`src/rtl/drop_time_if.sv`:
```
// Handshake and data bundle between the drop-time calculator and its neighbours.
// The master drives the sample request. The slave returns status and the registered results.
interface drop_time_if #(
  parameter int ALT_W = 16
);
  logic             sample;
  logic [ALT_W-1:0] altitude;
  logic             zone_in;
  logic [15:0]      t_lim_in;
  logic             busy;
  logic             valid;
  logic [15:0]      t_act;
  logic [15:0]      t_lim;
  logic             drop_en;

  modport master (
    output sample, altitude, zone_in, t_lim_in,
    input  busy, valid, t_act, t_lim, drop_en
  );

  modport slave (
    input  sample, altitude, zone_in, t_lim_in,
    output busy, valid, t_act, t_lim, drop_en
  );
endinterface

```
`src/rtl/drop_time_calc.sv`:
```
// Fall-time calculator: t_act = floor(sqrt(altitude << ALT_SHIFT)), one root bit per cycle.
// Optional macro DROP_STALE_GUARD_EN forces drop_en/t_act safe after STALE_CYCLES without a result.
module drop_time_calc #(
  parameter int ALT_W        = 16,
  parameter int ALT_SHIFT    = 1,
  parameter int STALE_CYCLES = 1000
) (
  input  logic      clk,
  input  logic      rst,
  drop_time_if.slave bus
);

  localparam int N     = (ALT_W + ALT_SHIFT + 1) / 2;
  localparam int RAD_W = 2 * N;
  localparam int REM_W = N + 2;
  localparam int CNT_W = $clog2(N + 1);

  if (ALT_W + ALT_SHIFT > 32) begin : g_bad_width
    $error("drop_time_calc: ALT_W + ALT_SHIFT must not exceed 32");
  end
  if (STALE_CYCLES < 1) begin : g_bad_stale
    $error("drop_time_calc: STALE_CYCLES must be at least 1");
  end

  typedef enum logic [1:0] {
    S_IDLE,
    S_CALC,
    S_DONE
  } state_e;

  state_e             state_q, state_d;
  logic [RAD_W-1:0]   rad_q, rad_d;
  logic [REM_W-1:0]   rem_q, rem_d;
  logic [N-1:0]       root_q, root_d;
  logic [CNT_W-1:0]   cnt_q, cnt_d;
  logic               zone_sh_q, zone_sh_d;
  logic [15:0]        lim_sh_q, lim_sh_d;
  logic [15:0]        t_act_q, t_act_d;
  logic [15:0]        t_lim_q, t_lim_d;
  logic               drop_en_q, drop_en_d;
  logic               valid_q, valid_d;

  logic [RAD_W-1:0]   rad_in;
  logic [REM_W+1:0]   rem_sh;
  logic [REM_W+1:0]   sub_val;
  logic [REM_W+1:0]   diff;
  logic               ge;
  logic [15:0]        root_ext;

  // Restoring step: bring down the top radicand pair and try to subtract 4*root+1.
  always_comb begin
    rad_in                = '0;
    rad_in[ALT_W-1:0]     = bus.altitude;
    rad_in                = rad_in << ALT_SHIFT;
    rem_sh                = {rem_q, rad_q[RAD_W-1 -: 2]};
    sub_val               = '0;
    sub_val[REM_W-1:0]    = {root_q, 2'b01};
    diff                  = rem_sh - sub_val;
    ge                    = (rem_sh >= sub_val);
    root_ext              = '0;
    root_ext[N-1:0]       = root_q;
  end

  // NOTE: every signal assigned here gets a default first, so no path leaves one unassigned and no latch is inferred.
  always_comb begin
    state_d   = state_q;
    rad_d     = rad_q;
    rem_d     = rem_q;
    root_d    = root_q;
    cnt_d     = cnt_q;
    zone_sh_d = zone_sh_q;
    lim_sh_d  = lim_sh_q;
    t_act_d   = t_act_q;
    t_lim_d   = t_lim_q;
    drop_en_d = drop_en_q;
    valid_d   = 1'b0;

    unique case (state_q)
      S_IDLE: begin
        if (bus.sample) begin
          rad_d     = rad_in;
          zone_sh_d = bus.zone_in;
          lim_sh_d  = bus.t_lim_in;
          rem_d     = '0;
          root_d    = '0;
          cnt_d     = '0;
          state_d   = S_CALC;
        end
      end
      S_CALC: begin
        rem_d  = ge ? diff[REM_W-1:0] : rem_sh[REM_W-1:0];
        root_d = {root_q[N-2:0], ge};
        rad_d  = rad_q << 2;
        cnt_d  = cnt_q + 1'b1;
        if (cnt_q == CNT_W'(N - 1)) begin
          state_d = S_DONE;
        end
      end
      S_DONE: begin
        t_act_d   = root_ext;
        t_lim_d   = lim_sh_q;
        drop_en_d = zone_sh_q;
        valid_d   = 1'b1;
        state_d   = S_IDLE;
      end
      default: state_d = S_IDLE;
    endcase
  end

  // NOTE: sequential state uses non-blocking assignments so every register samples pre-edge values.
  // NOTE: shadow and datapath registers are reset too; it costs little and keeps simulation free of X.
  always_ff @(posedge clk) begin
    if (rst) begin
      state_q   <= S_IDLE;
      rad_q     <= '0;
      rem_q     <= '0;
      root_q    <= '0;
      cnt_q     <= '0;
      zone_sh_q <= 1'b0;
      lim_sh_q  <= '0;
      t_act_q   <= 16'hFFFF;
      t_lim_q   <= '0;
      drop_en_q <= 1'b0;
      valid_q   <= 1'b0;
    end else begin
      state_q   <= state_d;
      rad_q     <= rad_d;
      rem_q     <= rem_d;
      root_q    <= root_d;
      cnt_q     <= cnt_d;
      zone_sh_q <= zone_sh_d;
      lim_sh_q  <= lim_sh_d;
      t_act_q   <= t_act_d;
      t_lim_q   <= t_lim_d;
      drop_en_q <= drop_en_d;
      valid_q   <= valid_d;
    end
  end

  assign bus.busy  = (state_q != S_IDLE);
  assign bus.valid = valid_q;
  assign bus.t_lim = t_lim_q;

`ifdef DROP_STALE_GUARD_EN
  localparam int AGE_W = $clog2(STALE_CYCLES + 1);

  logic [AGE_W-1:0] age_q, age_d;
  logic             stale;

  // Age restarts at every result and saturates at the limit.
  always_comb begin
    age_d = age_q;
    if (state_q == S_DONE) begin
      age_d = '0;
    end else if (age_q != AGE_W'(STALE_CYCLES)) begin
      age_d = age_q + 1'b1;
    end
  end

  always_ff @(posedge clk) begin
    if (rst) begin
      age_q <= '0;
    end else begin
      age_q <= age_d;
    end
  end

  assign stale       = (age_q == AGE_W'(STALE_CYCLES));
  assign bus.t_act   = stale ? 16'hFFFF : t_act_q;
  assign bus.drop_en = drop_en_q & ~stale;
`else
  assign bus.t_act   = t_act_q;
  assign bus.drop_en = drop_en_q;
`endif

endmodule

```
`src/flat_wrapper.sv`:
```
// flat-port wrapper written by rule: the top's interface ports become plain ports
module drop_time_calc_flat 
#(
  parameter int ALT_W        = 16,
  parameter int ALT_SHIFT    = 1,
  parameter int STALE_CYCLES = 1000
)
  (clk, rst, bus_sample, bus_altitude, bus_zone_in, bus_t_lim_in, bus_busy, bus_valid, bus_t_act, bus_t_lim, bus_drop_en);
  drop_time_if #(.ALT_W(ALT_W)) bus_i ();
  input  logic clk;
  input  logic rst;
  input wire logic [$bits(bus_i.sample)-1:0] bus_sample;
  input wire logic [$bits(bus_i.altitude)-1:0] bus_altitude;
  input wire logic [$bits(bus_i.zone_in)-1:0] bus_zone_in;
  input wire logic [$bits(bus_i.t_lim_in)-1:0] bus_t_lim_in;
  output wire logic [$bits(bus_i.busy)-1:0] bus_busy;
  output wire logic [$bits(bus_i.valid)-1:0] bus_valid;
  output wire logic [$bits(bus_i.t_act)-1:0] bus_t_act;
  output wire logic [$bits(bus_i.t_lim)-1:0] bus_t_lim;
  output wire logic [$bits(bus_i.drop_en)-1:0] bus_drop_en;
  assign bus_i.sample = bus_sample;
  assign bus_i.altitude = bus_altitude;
  assign bus_i.zone_in = bus_zone_in;
  assign bus_i.t_lim_in = bus_t_lim_in;
  assign bus_busy = bus_i.busy;
  assign bus_valid = bus_i.valid;
  assign bus_t_act = bus_i.t_act;
  assign bus_t_lim = bus_i.t_lim;
  assign bus_drop_en = bus_i.drop_en;
  drop_time_calc #(.ALT_W(ALT_W), .ALT_SHIFT(ALT_SHIFT), .STALE_CYCLES(STALE_CYCLES)) u_core (.clk(clk), .rst(rst), .bus(bus_i));
endmodule
```
`config.mk`:
```
export PLATFORM = sky130hd
export DESIGN_NAME = drop_time_calc_flat
export DESIGN_NICKNAME = d
export VERILOG_FILES = /design/src/rtl/drop_time_if.sv /design/src/rtl/drop_time_calc.sv /design/src/flat_wrapper.sv
export SDC_FILE = /design/constraint.sdc
export NUM_CORES = 1
export LEC_CHECK = 0
export BUFFER_PORTS_ARGS = -buffer_cell sky130_fd_sc_hd__buf_2
export CAP_MARGIN = 20
export CORE_ASPECT_RATIO = 1.4
export CORE_MARGIN = 2
export CORE_UTILIZATION = 30
export CTS_CLUSTER_DIAMETER = 120
export CTS_CLUSTER_SIZE = 8
export DETAILED_ROUTE_END_ITERATION = 8
export PLACE_DENSITY_LB_ADDON = 0.05
export SETUP_SLACK_MARGIN = 0.05
export SLEW_MARGIN = 20
export SYNTH_ARGS = -nofsm -noshare
export SYNTH_HDL_FRONTEND = slang
export SYNTH_SLANG_ARGS = --single-unit
```
`constraint.sdc`:
```
create_clock -name clk -period 3 [get_ports clk]
set_clock_uncertainty 0.2 [all_clocks]
set_input_delay 0.15 -clock clk [delete_from_list [all_inputs] [get_ports clk]]
set_output_delay 0.15 -clock clk [all_outputs]
set_load 0.03 [all_outputs]
```
# Word-level counts from Yosys, hierarchy flattened
# Index checks and enable logic that the tools add are counted.
[word_totals]
ramBits = 0
inputBits = 36
rom_bits = 0
n_memories = 0
latch_bits = 0
ff_bits = 95
[op_classes]
mul = 0
bitwise_logic = 0
shifts = 0
div_mod_pow = 0
n_lt_le_gt_ge = 1
add_sub_neg = 2
n_reduce_logical = 6
eq_ne = 5
mux = 13
[op_table]
columns = ["cell", "count"]
rows = [
  ["$pmux 18 s2", 1],
  ["$mux 11", 2],
  ["$pmux 11 s2", 1],
  ["$mux 18", 1],
  ["$pmux 9 s2", 1],
  ["$ge 13x11->1", 1],
  ["$sub 11x11->11", 1],
  ["$mux 9", 1],
  ["$pmux 4 s2", 1],
  ["$reduce_and 2->1", 3],
  ["$add 4x1->4 const B", 1],
  ["$eq 4x4->1 const B", 1],
  ["$mux 2", 2],
  ["$mux 4", 1],
  ["$pmux 2 s2", 1],
  ["$reduce_bool 2->1", 2],
  ["$eq 2x1->1 const B", 1],
  ["$eq 2x2->1 const B", 1],
  ["$logic_not 2->1", 1],
  ["$ne 2x1->1 const B", 1],
  ["$ne 2x2->1 const B", 1],
  ["$mux 1", 1],
]

# Logic depth before layout (Yosys ltp)
# Gate-level depths: netlist (run 1).
[depth]
word_depth = 3
mapped_depth = 9
ltp_nobuf = 8

# Least setup slack after synthesis (run 1)
# No wires, ideal clock.
[synth_path]
path_kind = "flip-flop to flip-flop"
start = "register u_core.root_q[1]"
end = "register u_core.rem_q[3]"
path_stages_with_launch = 10
arrival_time_ns = 1.882
n_path_buf = 1
required_time_ns = 2.671
path_slack_ns = 0.790
period_less_slack_ns = 2.210
path_cell_list = "dfxtp_1 -> inv_1 -> ha_1 -> nor3_1 -> a211oi_2 -> a41oi_1 -> o21a_1 -> buf_6 -> mux2i_1 -> o21ai_0"
[synth_via]
elab_chain_len = 3
word_cells_on_any_way = 4
[synth_rtl]
columns = ["element", "line_no", "rtl"]
rows = [
  ["start, declared", "drop_time_calc.sv:34", "logic [N-1:0] root_q, root_d;"],
  ["start signal, assigned", "drop_time_calc.sv:129", "root_q <= root_d;"],
  ["$sub 11x11->11 or $ge 13x11->1 (tied branches)", "drop_time_calc.sv:58, drop_time_calc.sv:59", ""],
  ["$mux 11 (*)", "drop_time_calc.sv:91", "rem_d = ge ? diff[REM_W-1:0] : rem_sh[REM_W-1:0];"],
  ["$pmux 11 s2 (*)", "drop_time_calc.sv:78", "unique case (state_q)"],
  ["end signal, assigned", "drop_time_calc.sv:128", "rem_q <= rem_d;"],
  ["end, declared", "drop_time_calc.sv:33", "logic [REM_W-1:0] rem_q, rem_d;"],
]
# Mark *: on every way between the ends. The rest lies on a longest branch, timed or not.
# A chain may end at the register's enable or synchronous reset.

# Final worst setup path (run 1)
[layout_path]
start = "register u_core.root_q[1]"
end = "register u_core.rem_q[8]"
# The elaborated chain is that of the path after synthesis.

==> results of run 1 <==
[cell type report]
cell class | count | area, um2 | area share, %
multi-input combinational | 329 | 1737 | 36.10
inverter | 18 | 67.56 | 1.404
tap | 150 | 187.7 | 3.901
timing repair buffer | 112 | 750.7 | 15.60
clock buffer | 11 | 242.7 | 5.046
sequential | 88 | 1762 | 36.62
clock inverter | 5 | 63.81 | 1.326
[worst register-to-register path: stages, from the launching register on]
cell and delay (ns):
dfxtp_1 0.34, inv_1 0.07, ha_1 0.36, nor3_1 0.38
a211oi_2 0.10, a41oi_1 0.19, o21a_1 0.60, nand2b_1 0.26
o21ai_0 0.11
[metal layers]
layer	wire length, um	track usage [%]	part of all wire [%]
met5	0	0	0
met4	199	7.099	2.1
met3	264	2.425	2.8
met2	4993	26.26	52
met1	4104	16.99	43
[cell families (layout without fill, tap and decap cells)]
logic type      count (synthesis)  count (layout)
compound gates                 87              87
flops                          88              88
xor+xnor                        7               7
mux                             6               6
simple gates                  216             216
buf+inv                        49             146
fa+ha+maj                      13              13
[stage by stage]
| stage | hold WS, ns | power (mW) | area, um2 |
|---|---|---|---|
| after floorplan | 0.08596 | 2.667 | 3715 |
| after global placement | 0.1909 | 2.945 | 4164 |
| after detailed placement | 0.1987 | 2.953 | 4164 |
| after CTS | 0.01909 | 4.165 | 4811 |
| after global routing | 0.03150 | 4.374 | 4811 |
| final | 0.02236 | 4.125 | 4811 |
[flip-flops by register name (all words and copies together), names as in the netlist]
signal and cells:
u_core.bus.t_act 10, u_core.rem_q 11, u_core.rad_q 17, u_core.cnt_q 4, u_core.root_q 9, u_core.zone_sh_q 1
u_core.state_q 2, u_core.bus.t_lim 16, u_core.bus.drop_en 1, u_core.lim_sh_q 16, u_core.bus.valid 1
[worst min-delay path by stage]
stage | from | end | slack [ns] | cells past startpoint
after floorplan | bus_t_lim_in[0] | u_core.lim_sh_q[0]$_SDFFE_PP0P_ | 0.09 | 2
after global placement | bus_t_lim_in[12] | u_core.lim_sh_q[12]$_SDFFE_PP0P_ | 0.19 | 3
after detailed placement | bus_t_lim_in[10] | u_core.lim_sh_q[10]$_SDFFE_PP0P_ | 0.20 | 3
after CTS | rst | u_core.rad_q[9]$_SDFFE_PP0P_ | 0.02 | 2
after global routing | rst | u_core.rad_q[13]$_SDFFE_PP0P_ | 0.03 | 2
final | rst | u_core.rad_q[9]$_SDFFE_PP0P_ | 0.02 | 2
[power breakdown]
part	leakage, nW	internal, mW	switching [mW]
clock	0.152	0.678	0.477
combinational	1.15	0.706	0.888
sequential	0.717	1.29	0.0899
[cells in the final DEF, fill, tap and decap left out, types with 2 or more instances in the layout]
master         instances
inv_1                 18
nor2_1                58
nor3_1                 3
a32oi_1                4
nand2_1              110
ha_1                  13
xor2_1                 4
nor4_1                14
nand4_1                2
a21oi_1               43
mux2i_1                6
or3_1                  2
and3_1                 2
buf_4                  8
xnor2_1                3
nand3_1                4
dlygate4sd3_1         34
o21a_1                 3
buf_2                 70
o21ai_0               22
nor2b_1                4
nand3b_1              10
a22o_1                 3
a31oi_1                2
clkbuf_16              9
dfxtp_1               88
nand2b_1               4
[repair_timing]
| item | 4_1_cts | 5_1_grt |
|---|---|---|
| resized for setup | 0 | 0 |
| endpoints found under the hold margin | 33 | 0 |
| hold buffers | 34 | 0 |
| endpoints found under the setup margin | 0 | 0 |
==> impl_metrics.toml, run 1 <==
[run_status]
status = "completed"

[pwr]
p_per_area_nw_per_um2 = 857.4
p_leak_nw = 2.021
vdd_drop_max_mv = 0.4996

[routing]
drc = 0
first_iter_violations = 102
ant_nets = 0
wl_mm = 9.561
drt-vias-per-instance = 4.748
num_vias = 3385
firstDrtPassIters = 4
wl_per_cell_um = 13.41

[floorplanning]
rows = 48
start_util_pct = 30.47
die_area_um2 = 13300
core_area_um2 = 12190
die_h_um = 135.7
num_io_pins = 71
die-width_um = 98.05

[placement]
hpwl_mm = 6.525
io_buffer_count = 70
place_inst = 663
place_congestion = 0.8439
dp_slack_ns = 0.3058

[worst_setup_path]
cp.depth = 8
timing.rr.end = "u_core.rem_q[8]$_SDFFE_PP0P_"
arrival_ns = 2.74
r2r_cells = 8
path_class = "register to register"
crit_path_end_kind = "register"
critPathCapture = "u_core.rem_q[8]$_SDFFE_PP0P_"
reg2reg_from = "u_core.root_q[1]$_SDFFE_PP0P_"
crit_chain = "inv_1 -> ha_1 -> nor3_1 -> a211oi_2 -> a41oi_1 -> o21a_1 -> nand2b_1 -> o21ai_0"
cp.required_ns = 3.01
crit_path_start = "u_core.root_q[1]$_SDFFE_PP0P_"
slowest_stage = "o21a_1"
reg2reg_slack_ns = 0.27
path_buf_inv = 1
worstSetupStartpointType = "register"
slowest_delay_ns = 0.60
critPathMaxFanout = 13
cp_top_family = "compound AO/OA/AOI/OAI gates"

[cells_and_area]
nets = 607
final_cell_count_no_fill = 713
nFillCells = 1314
antennaDiodeCount = 0
drive_gt1_share_pct = 17.05
synthToLayoutAreaGrowth_pct = 29.50
postLayoutCoreUtil_pct = 39.46

[hold_path]
hold_path_class = "input port to register"

[cts]
cts_sinks = 88
clk_pin_slew_ns = 0.07
root_buffer = "clkbuf_16"
cts_setup_buffers = 0
cts_max_level = 3
clk_latency_ns = 0.34
cts_buffer_depth = 2
cts_tree = "done"
cts_made_buffers = 9

[logic_synthesis]
synth_mux_area_share_pct = 1.617
yosysMostFrequentCell = "nand2_1"
yosys.area.top_type = "dfxtp_1"
synth_area_um2 = 3715
synthXorXnorAreaFrac_pct = 1.650
syn_area_per_cell_um2 = 7.972
synth-seq-cells = 88
ys.flop_type = "dfxtp_1"
seq_area_frac_synth_pct = 47.42
synth_nets = 515
synth_edf_count = 0
yosys.area_share.simple_pct = 25.19
synth_cells = 466
synth_top_family_by_area = "simple AND/OR/NAND/NOR gates"
synthArstFlopShare_pct = 0
yosys_warnings = 0
synth_fa_ha_area_share_pct = 4.379
synth_compound_area_share_pct = 13.84
synth_common_cells = "nand2_1, dfxtp_1, nor2_1"
synth_cell_types = 40
netlist.area_leader.share_pct = 47.42
synth_top_cells_by_area = "dfxtp_1, nand2_1, nor2_1"

[sta]
worst_pin_slew_ns = 0.6973
rsz0062_at_grt = "no"
worst_slack_ns = 0.2726
hold_violations = 0
post-route-period-util_pct = 90.91
setup_viol = 0
slew_viol_final = 0
tns_ns = 0
max_freq_ghz = 0.3666
relSlewSlack_pct = 53.51
timing.final.crit_period_ns = 2.727

[grt]
grt_pass1_wl_mm = 15.59
antenna_found_initial = 0
grt_max_degree = 37
grt_usage_pct = 14.71
grt-ovfl-total = 0
grt_pass1_vias = 3194

[job]
drv_cap = 0
Note: power is estimated with default switching activity, not from simulation.
==> run 2: changes to the inputs <==
ABC_AREA = 1   (was unset)
==> run 2 against run 1 <==
Against the previous run:
- total power grew 18%
- global-route usage grew 1.0 points
- worst hold slack gained 0.18 ns
- synthesized cell count grew 13%
- register-to-register slack gained 0.46 ns
- clock power grew 9%
- critical path type unchanged
- largest cell class is now multi-input gates
- highest routed layer unchanged
==> impl_metrics.toml, run 2 <==
[logic_synthesis]
synth_nets = 577
seq_area_frac_synth_pct = 44.74
yosysMostFrequentCell = "nand2_1"
synth_top_cells_by_area = "dfxtp_1, nand2_1, nor2_1"
yosys_warnings = 0
yosys.area.top_type = "dfxtp_1"
synth_area_um2 = 3938
ys.flop_type = "dfxtp_1"
synthArstFlopShare_pct = 0
syn_area_per_cell_um2 = 7.457
synth-seq-cells = 88
synth_common_cells = "nand2_1, dfxtp_1, nor2_1"
synth_edf_count = 0
netlist.area_leader.share_pct = 44.74
synth_cell_types = 33
synth_cells = 528

[routing]
wl_per_cell_um = 13.60
num_vias = 3667
firstDrtPassIters = 4
drc = 0
first_iter_violations = 133
drt-vias-per-instance = 4.713
ant_nets = 0
wl_mm = 10.58

[worst_setup_path]
cpMostUsedCell = "nand2_1"
cp_top_family = "simple AND/OR/NAND/NOR gates"
worstSetupStartpointType = "register"
reg2reg_from = "u_core.root_q[2]$_SDFFE_PP0P_"
cp.required_ns = 3.03
crit_path_start = "u_core.root_q[2]$_SDFFE_PP0P_"
critPathMaxFanout = 12
crit_chain = "inv_1 -> ha_1 -> a21oi_2 -> nand3_1 -> nand2_4 -> nand3_2 -> nand2_1 -> nand2_1 -> nand2_1 -> nand2_1"
slowest_delay_ns = 0.37
slowest_stage = "ha_1"
crit_path_end_kind = "register"
arrival_ns = 2.30
path_class = "register to register"
path_buf_inv = 1

[cts]
cts_sinks = 88
cts_tree = "done"
clk_latency_ns = 0.33
cts_max_level = 3
cts.repair.resized = 0
cts_buffer_depth = 2
clk_pin_slew_ns = 0.06
root_buffer = "clkbuf_16"
cts_made_buffers = 9

[hold_path]
hold_start = "bus_sample"
hold_path_class = "input port to register"

[grt]
grt_usage_pct = 15.71
grt_pass1_vias = 3688
grt-ovfl-total = 0
grt_max_degree = 66
grt_pass1_wl_mm = 17.57
antenna_found_initial = 0

[sta]
slew_viol_final = 0
timing.final.crit_period_ns = 2.270
tns_ns = 0
max_freq_ghz = 0.4404
worst_pin_slew_ns = 0.6444
hold_violations = 0
post-route-period-util_pct = 75.68
relSlewSlack_pct = 56.98
setup_viol = 0
rsz0062_at_grt = "no"

[pwr]
finalPower_mw = 4.884
vdd_drop_max_mv = 0.6195
p_per_area_nw_per_um2 = 965.5
p_leak_nw = 2.434

[cells_and_area]
top_register = "u_core.rad_q"
ff_latch_area_um2 = 1762
multi_input_area_um2 = 1795
nets = 670
synthToLayoutAreaGrowth_pct = 28.47
drive_gt1_share_pct = 16.96
antennaDiodeCount = 0
layout_commonest_cell = "nand2_1"
final_cell_mix = "nand2_1, dfxtp_1, nor2_1"
nFillCells = 1341
largest_reg_flops = 17

[floorplanning]
die_h_um = 139.6
die_area_um2 = 14070
rows = 49
num_io_pins = 71
die-width_um = 100.8
start_util_pct = 30.73
core_area_um2 = 12810

[placement]
io_buffer_count = 70
place_congestion = 0.9321
hpwl_mm = 7.442

[run_status]
status = "completed"

[job]
drv_cap = 0
==> run 2: cell count changes in the layout (fill, tap and decap cells not counted), sizes merged, moves of 13 or more <==
| cell | delta |
|---|---|
| a21oi | -21 |
| inv | +41 |
| nand3 | +21 |
| nand4 | +13 |
| nor2 | +30 |
| nor4 | -14 |
| o21ai | +20 |
| o221ai | +13 |
==> run 2: per-stage QoR <==
step                      worst slack [ns]  hold slack, ns  instances  utilization (%)  cell area [um2]
after floorplan                      1.053         0.02238        528                -             3938
after detailed placement            0.7362          0.1950        729            34.22             4384
after CTS                           0.7314          0.1998        778            39.48             5059
after global placement              0.7435          0.1895        729            34.22             4384
final                               0.7295          0.2059        778            39.48             5059
after global routing                0.4897          0.2753        778            39.48             5059
==> run 2: final cells by class <==
| cell class | instances | area share [%] |
|---|---|---|
| tap | 153 | 3.784 |
| clock inverter | 6 | 2.152 |
| sequential | 88 | 34.83 |
| inverter | 62 | 4.601 |
| clock buffer | 9 | 4.452 |
| timing repair buffer | 111 | 14.69 |
| multi-input combinational | 349 | 35.49 |
==> run 2: metal layers <==
metal	vias to the layer above	wire, um	GRT usage, %
li1	1907	-	-
met1	1678	4595	17.60
met2	66	5362	28.60
met3	16	352	2.813
met4	0	270	6.489
met5	-	0	0
==> run 2: worst paths after layout <==
| path | endpoint | slack (ns) | depth (start not counted) |
|---|---|---|---|
| max | u_core.rem_q[7]$_SDFFE_PP0P_ | 0.73 | 10 |
| min | u_core.cnt_q[3]$_SDFFE_PP0P_ | 0.21 | 5 |
| max reg2reg | u_core.rem_q[7]$_SDFFE_PP0P_ | 0.73 | 10 |
| min reg2reg | u_core.rad_q[5]$_SDFFE_PP0P_ | 0.25 | 2 |
==> run 2: report_power, final <==
| part | switching (mW) | leakage (nW) | internal (mW) |
|---|---|---|---|
| clock network | 0.452 | 0.165 | 0.808 |
| logic | 1.46 | 1.55 | 0.758 |
| registers | 0.106 | 0.719 | 1.30 |
==> run 2: logic make-up after synthesis <==
group | count (synthesis) | share of synthesized area (%)
flops | 88 | 44.74
compound gates | 98 | 15.38
fa+ha+maj | 13 | 4.131
buf+inv | 91 | 9.660
simple gates | 235 | 25.42
xor+xnor | 3 | 0.6674
==> run 2: tightest hold or removal path: stages <==
cell and delay (ns):
buf_2 0.08, nand2_1 0.06, buf_4 0.25, nand2_1 0.09, a21oi_1 0.05
==> run 2: repair_timing <==
action	4_1_cts	5_1_grt
endpoints found under the hold margin	37	0
setup buffers	0	0
hold buffers	34	0
